**src/rtl/router_fsm_if.sv**
```systemverilog
// Handshake/strobe bundle between the router's register block, FIFOs and the control FSM.
// The FSM takes the slave view; the surrounding datapath (or a bench) takes the master view.
interface router_fsm_if;
    logic       pkt_valid;
    logic [1:0] data_in;
    logic       fifo_full;
    logic       fifo_empty_0;
    logic       fifo_empty_1;
    logic       fifo_empty_2;
    logic       soft_reset_0;
    logic       soft_reset_1;
    logic       soft_reset_2;
    logic       parity_done;
    logic       low_pkt_valid;
    logic       write_enb_reg;
    logic       detect_add;
    logic       ld_state;
    logic       laf_state;
    logic       lfd_state;
    logic       full_state;
    logic       rst_int_reg;
    logic       busy;

    modport slave (
        input  pkt_valid, data_in, fifo_full,
        input  fifo_empty_0, fifo_empty_1, fifo_empty_2,
        input  soft_reset_0, soft_reset_1, soft_reset_2,
        input  parity_done, low_pkt_valid,
        output write_enb_reg, detect_add, ld_state, laf_state,
        output lfd_state, full_state, rst_int_reg, busy
    );

    modport master (
        output pkt_valid, data_in, fifo_full,
        output fifo_empty_0, fifo_empty_1, fifo_empty_2,
        output soft_reset_0, soft_reset_1, soft_reset_2,
        output parity_done, low_pkt_valid,
        input  write_enb_reg, detect_add, ld_state, laf_state,
        input  lfd_state, full_state, rst_int_reg, busy
    );
endinterface

```
**src/rtl/router_fsm.sv**
```systemverilog
// Control FSM of the 1-to-3 packet router: address decode, load sequencing, back-pressure.
// Define ROUTER_FSM_SOFT_RESET_EN to let a timed-out destination FIFO abort the packet.
module router_fsm (
    input  logic        clock,
    input  logic        resetn,
    router_fsm_if.slave bus
);
    typedef enum logic [2:0] {
        StDecodeAddress,
        StLoadFirstData,
        StLoadData,
        StLoadParity,
        StCheckParityError,
        StFifoFullState,
        StLoadAfterFull,
        StWaitTillEmpty
    } state_e;

    state_e     r_state;
    state_e     w_next_state;
    logic [1:0] r_addr;
    logic [1:0] w_next_addr;
    logic       w_hdr_empty;
    logic       w_addr_empty;
    logic       w_soft_reset;

    // Emptiness of the FIFO named by the incoming header.
    always_comb begin
        case (bus.data_in)
            2'd0:    w_hdr_empty = bus.fifo_empty_0;
            2'd1:    w_hdr_empty = bus.fifo_empty_1;
            2'd2:    w_hdr_empty = bus.fifo_empty_2;
            default: w_hdr_empty = 1'b0;
        endcase
    end

    // Emptiness of the FIFO named by the latched address.
    always_comb begin
        case (r_addr)
            2'd0:    w_addr_empty = bus.fifo_empty_0;
            2'd1:    w_addr_empty = bus.fifo_empty_1;
            2'd2:    w_addr_empty = bus.fifo_empty_2;
            default: w_addr_empty = 1'b0;
        endcase
    end

`ifdef ROUTER_FSM_SOFT_RESET_EN
    logic w_sel_soft_reset;

    always_comb begin
        case (r_addr)
            2'd0:    w_sel_soft_reset = bus.soft_reset_0;
            2'd1:    w_sel_soft_reset = bus.soft_reset_1;
            2'd2:    w_sel_soft_reset = bus.soft_reset_2;
            default: w_sel_soft_reset = 1'b0;
        endcase
    end

    assign w_soft_reset = w_sel_soft_reset && (r_state != StDecodeAddress);
`else
    logic w_unused_soft_reset;

    assign w_unused_soft_reset = bus.soft_reset_0 ^ bus.soft_reset_1 ^ bus.soft_reset_2;
    assign w_soft_reset        = 1'b0;
`endif

    assign w_next_addr = ((r_state == StDecodeAddress) && bus.pkt_valid) ? bus.data_in : r_addr;

    always_comb begin
        w_next_state = r_state;
        if (w_soft_reset) begin
            w_next_state = StDecodeAddress;
        end else begin
            case (r_state)
                StDecodeAddress: begin
                    if (bus.pkt_valid && (bus.data_in != 2'd3)) begin
                        w_next_state = w_hdr_empty ? StLoadFirstData : StWaitTillEmpty;
                    end
                end
                StLoadFirstData: w_next_state = StLoadData;
                StLoadData: begin
                    if (bus.fifo_full)       w_next_state = StFifoFullState;
                    else if (!bus.pkt_valid) w_next_state = StLoadParity;
                end
                StFifoFullState: begin
                    if (!bus.fifo_full) w_next_state = StLoadAfterFull;
                end
                StLoadAfterFull: begin
                    if (bus.parity_done)        w_next_state = StDecodeAddress;
                    else if (bus.low_pkt_valid) w_next_state = StLoadParity;
                    else                        w_next_state = StLoadData;
                end
                StLoadParity: w_next_state = StCheckParityError;
                StCheckParityError: begin
                    w_next_state = bus.fifo_full ? StFifoFullState : StDecodeAddress;
                end
                StWaitTillEmpty: begin
                    if (w_addr_empty) w_next_state = StLoadFirstData;
                end
                default: w_next_state = StDecodeAddress;
            endcase
        end
    end

    always_ff @(posedge clock) begin
        if (resetn) begin
            r_state <= StDecodeAddress;
            r_addr  <= 2'd0;
        end else begin
            r_state <= w_next_state;
            r_addr  <= w_next_addr;
        end
    end

    // Moore outputs: decoded from the registered state only.
    always_comb begin
        bus.detect_add    = (r_state == StDecodeAddress);
        bus.lfd_state     = (r_state == StLoadFirstData);
        bus.ld_state      = (r_state == StLoadData);
        bus.laf_state     = (r_state == StLoadAfterFull);
        bus.full_state    = (r_state == StFifoFullState);
        bus.rst_int_reg   = (r_state == StCheckParityError);
        bus.write_enb_reg = (r_state == StLoadData) || (r_state == StLoadParity)
                          || (r_state == StLoadAfterFull);
        bus.busy          = (r_state != StDecodeAddress) && (r_state != StLoadData);
    end
endmodule

```
**src/flat_wrapper.sv**
```systemverilog
// flat-port wrapper written by rule: the top's interface ports become plain ports
module router_fsm_flat 
  (clock, resetn, bus_pkt_valid, bus_data_in, bus_fifo_full, bus_fifo_empty_0, bus_fifo_empty_1, bus_fifo_empty_2, bus_soft_reset_0, bus_soft_reset_1, bus_soft_reset_2, bus_parity_done, bus_low_pkt_valid, bus_write_enb_reg, bus_detect_add, bus_ld_state, bus_laf_state, bus_lfd_state, bus_full_state, bus_rst_int_reg, bus_busy);
  router_fsm_if bus_i ();
  input  logic clock;
  input  logic resetn;
  input wire logic [$bits(bus_i.pkt_valid)-1:0] bus_pkt_valid;
  input wire logic [$bits(bus_i.data_in)-1:0] bus_data_in;
  input wire logic [$bits(bus_i.fifo_full)-1:0] bus_fifo_full;
  input wire logic [$bits(bus_i.fifo_empty_0)-1:0] bus_fifo_empty_0;
  input wire logic [$bits(bus_i.fifo_empty_1)-1:0] bus_fifo_empty_1;
  input wire logic [$bits(bus_i.fifo_empty_2)-1:0] bus_fifo_empty_2;
  input wire logic [$bits(bus_i.soft_reset_0)-1:0] bus_soft_reset_0;
  input wire logic [$bits(bus_i.soft_reset_1)-1:0] bus_soft_reset_1;
  input wire logic [$bits(bus_i.soft_reset_2)-1:0] bus_soft_reset_2;
  input wire logic [$bits(bus_i.parity_done)-1:0] bus_parity_done;
  input wire logic [$bits(bus_i.low_pkt_valid)-1:0] bus_low_pkt_valid;
  output wire logic [$bits(bus_i.write_enb_reg)-1:0] bus_write_enb_reg;
  output wire logic [$bits(bus_i.detect_add)-1:0] bus_detect_add;
  output wire logic [$bits(bus_i.ld_state)-1:0] bus_ld_state;
  output wire logic [$bits(bus_i.laf_state)-1:0] bus_laf_state;
  output wire logic [$bits(bus_i.lfd_state)-1:0] bus_lfd_state;
  output wire logic [$bits(bus_i.full_state)-1:0] bus_full_state;
  output wire logic [$bits(bus_i.rst_int_reg)-1:0] bus_rst_int_reg;
  output wire logic [$bits(bus_i.busy)-1:0] bus_busy;
  assign bus_i.pkt_valid = bus_pkt_valid;
  assign bus_i.data_in = bus_data_in;
  assign bus_i.fifo_full = bus_fifo_full;
  assign bus_i.fifo_empty_0 = bus_fifo_empty_0;
  assign bus_i.fifo_empty_1 = bus_fifo_empty_1;
  assign bus_i.fifo_empty_2 = bus_fifo_empty_2;
  assign bus_i.soft_reset_0 = bus_soft_reset_0;
  assign bus_i.soft_reset_1 = bus_soft_reset_1;
  assign bus_i.soft_reset_2 = bus_soft_reset_2;
  assign bus_i.parity_done = bus_parity_done;
  assign bus_i.low_pkt_valid = bus_low_pkt_valid;
  assign bus_write_enb_reg = bus_i.write_enb_reg;
  assign bus_detect_add = bus_i.detect_add;
  assign bus_ld_state = bus_i.ld_state;
  assign bus_laf_state = bus_i.laf_state;
  assign bus_lfd_state = bus_i.lfd_state;
  assign bus_full_state = bus_i.full_state;
  assign bus_rst_int_reg = bus_i.rst_int_reg;
  assign bus_busy = bus_i.busy;
  router_fsm u_core (.clock(clock), .resetn(resetn), .bus(bus_i));
endmodule
```
**config.mk**
```make
export PLATFORM = sky130hd
export DESIGN_NAME = router_fsm_flat
export DESIGN_NICKNAME = d
export VERILOG_FILES = /design/src/rtl/router_fsm_if.sv /design/src/rtl/router_fsm.sv /design/src/flat_wrapper.sv
export SDC_FILE = /design/constraint.sdc
export NUM_CORES = 1
export LEC_CHECK = 0
export ABC_AREA = 1
export CAP_MARGIN = 20
export CORE_AREA = 2 2 39 41
export DETAILED_ROUTE_END_ITERATION = 8
export DIE_AREA = 0 0 41 43
export GPL_ROUTABILITY_DRIVEN = 0
export GPL_TIMING_DRIVEN = 0
export PLACE_DENSITY = 0.78
export SYNTH_ARGS = -nofsm -noshare
export SYNTH_HDL_FRONTEND = slang
export SYNTH_SLANG_ARGS = --single-unit
```
**constraint.sdc**
```tcl
create_clock -name clock -period 1.95 [get_ports clock]
set_input_delay 0.4875 -clock clock [delete_from_list [all_inputs] [get_ports clock]]
set_output_delay 0.4875 -clock clock [all_outputs]
set_load 0.1 [all_outputs]
```
==> flow_summary.yaml <==
sta:
  fin_worst_skew_ps: 4.233
  hold_viol_final: 0
  final-max-slew-violation-count: 0
  rsz0062_at_grt: "false"
  finalCriticalPeriod_ps: 1860
  whs_ps: 487.1
  timing.slew.headroom_pct: 64.11
  finalSetupViolations: 0
  fmax_mhz: 537.7
  period_share_pct: 95.38
  tightest_slew_ps: 540.8
cts:
  cts_made_buffers: 3
  cts_root_buf: "clkbuf_4"
  hold_buffers: 0
  htree_levels: 1
  cts.clk_slew.worst_paths_ps: 50
  clock_sinks: 5
  clk_path_buf_depth: 2
  clk_latency_ps: 240
  tritoncts: "built"
critical_path:
  cp_cell_sequence: "inv_2 -> a21oi_2 -> clkdlybuf4s15_2"
  required_ps: 1460
  path_max_fanout: 7
  crit_path_start_kind: "flop"
  arrival_ps: 1370
  crit_slowest_cell: "clkdlybuf4s15_2"
  slowest_delay_ps: 560
  cp-end-kind: "primary output"
  crit_type: "flop to primary output"
place:
  dp_hpwl_um: 869.8
  place_area_um2: 666.9
  port_buffers: 18
  dp.cells: 116
finish:
  final_util_pct: 48.01
  drive_gt1_share_pct: 26.92
  instances_no_fill: 120
  nets: 119
  layout.cells.most_common_list: "22 x nand2_1, 14 x inv_1, 10 x clkdlybuf4s50_1"
  stdcell_area_um2: 664.4
  area_growth_pct: 44.29
  antenna_cells: 0
  mostFrequentLayoutCell: "nand2_1"
yosys:
  synth_seq_cells: 5
  syn-instance-count: 82
  seq_area_frac_synth_pct: 21.74
  ys_types: 18
  yosysWarnings: 0
  synthesis.nets: 96
  netlist_area_um2: 460.4
  syn_area_per_cell_um2: 5.615
route:
  dr_wl_met3_um: 74
  vias: 535
  drtIter0Drc: 16
  wirelength_um: 1021
  drc: 0
  post_drt_wl_per_cell_um: 8.508
  wl_met1_um: 418
  wl_met2_um: 528
  highest_layer: "met3"
  antenna_left: 0
  vias_per_cell: 4.458
  dr.pass1.iters: 4
floorplanning:
  chipHeight_um: 43
  dieWidth_um: 41
  start_util_pct: 33.27
  ios: 22
  rows: 14
  core_area_um2: 1384
  die_area_um2: 1763
run_status:
  status: "finished clean"
grt:
  grtUsageTotal_pct: 14.17
  grt_antenna_before_repair: 0
  grt_max_degree: 8
  grt_pass1_vias: 429
  grt_pass1_wl_um: 1690
  grt_overflow_total: 0
run:
  maxCapViolations: 0
min_path:
  hp-class: "flop to flop"
## registers in the layout (all words and copies together), names as in the netlist
| register | cells |
|---|---|
| u_core.r_state | 3 |
| u_core.r_addr | 2 |
## path summary, 6_finish.rpt
check,startpoint,endpoint,slack [ps],cells past startpoint
worst max-delay path,u_core.r_state[1],bus_write_enb_reg,90,3
worst min-delay path,u_core.r_addr[1],u_core.r_addr[1],490,2
worst max register to register,u_core.r_state[2],u_core.r_state[1],750,7
worst min register to register,u_core.r_addr[1],u_core.r_addr[1],490,2
## critical path, delay by kind of cell, from the launching register on
family / cells / cell delay (ps)
compound gates: 1 / 100
buf+inv: 2 / 660
flops: 1 / 380
## cells in the mapped netlist
| cell | instances | area (µm²) |
|---|---|---|
| nand2_1 | 22 | 82.58 |
| inv_1 | 14 | 52.55 |
| nor2_1 | 9 | 33.78 |
| dfxtp_1 | 5 | 100.1 |
| nand3_1 | 5 | 25.02 |
| a21oi_1 | 4 | 20.02 |
| inv_2 | 4 | 15.01 |
| nor2_2 | 4 | 25.02 |
| nand2_2 | 3 | 18.77 |
| nand3_2 | 3 | 30.03 |
| o21ai_0 | 2 | 10.01 |
| clkinv_1 | 1 | 3.750 |
| nand3b_1 | 1 | 7.510 |
| nor2_4 | 1 | 11.26 |
| nor3_1 | 1 | 5.000 |
| o211ai_1 | 1 | 7.510 |
| o21ai_1 | 1 | 5.000 |
| o21bai_1 | 1 | 7.510 |
## per-layer routing
layer | GRT usage [%] | vias to the layer above
met5 | 0 | -
met2 | 21.56 | 21
met1 | 16.45 | 219
met3 | 4.712 | 0
li1 | - | 295
met4 | 8.000 | 0
## repair_timing
action	CTS	global route
endpoints found under the setup margin	8	4
buffers inserted	0	0
resized for setup	35	5
## cell families (layout without fill, tap and decap cells)
kind of cell           Yosys count  count (layout)  synth area share (%)
AND/OR/NAND/NOR                 49              49                 51.90
buffers and inverters           19              41                 15.49
AO/OA/AOI/OAI                    9               9                 10.87
flip-flops                       5               5                 21.74
## cell type report
class / count / area (µm²)
Timing Repair Buffer: 18 / 151.4
Inverter: 19 / 71.32
Multi-Input combinational cell: 58 / 295.3
Sequential cell: 5 / 100.1
Fill cell: 163 / 719.4
Tap cell: 16 / 20.02
Clock buffer: 4 / 26.28
## stage by stage
step | setup slack, ps | setup TNS, ps
after CTS | 6.047 | 0
after detailed placement | -434.2 | -2675
after global placement | -425.6 | -2645
after floorplan | 161.2 | 0
final | 90.09 | 0
after global routing | 5.506 | 0
Power is not shown: default switching activity piles up to over one toggle a cycle in this logic, so the estimate is an artifact.
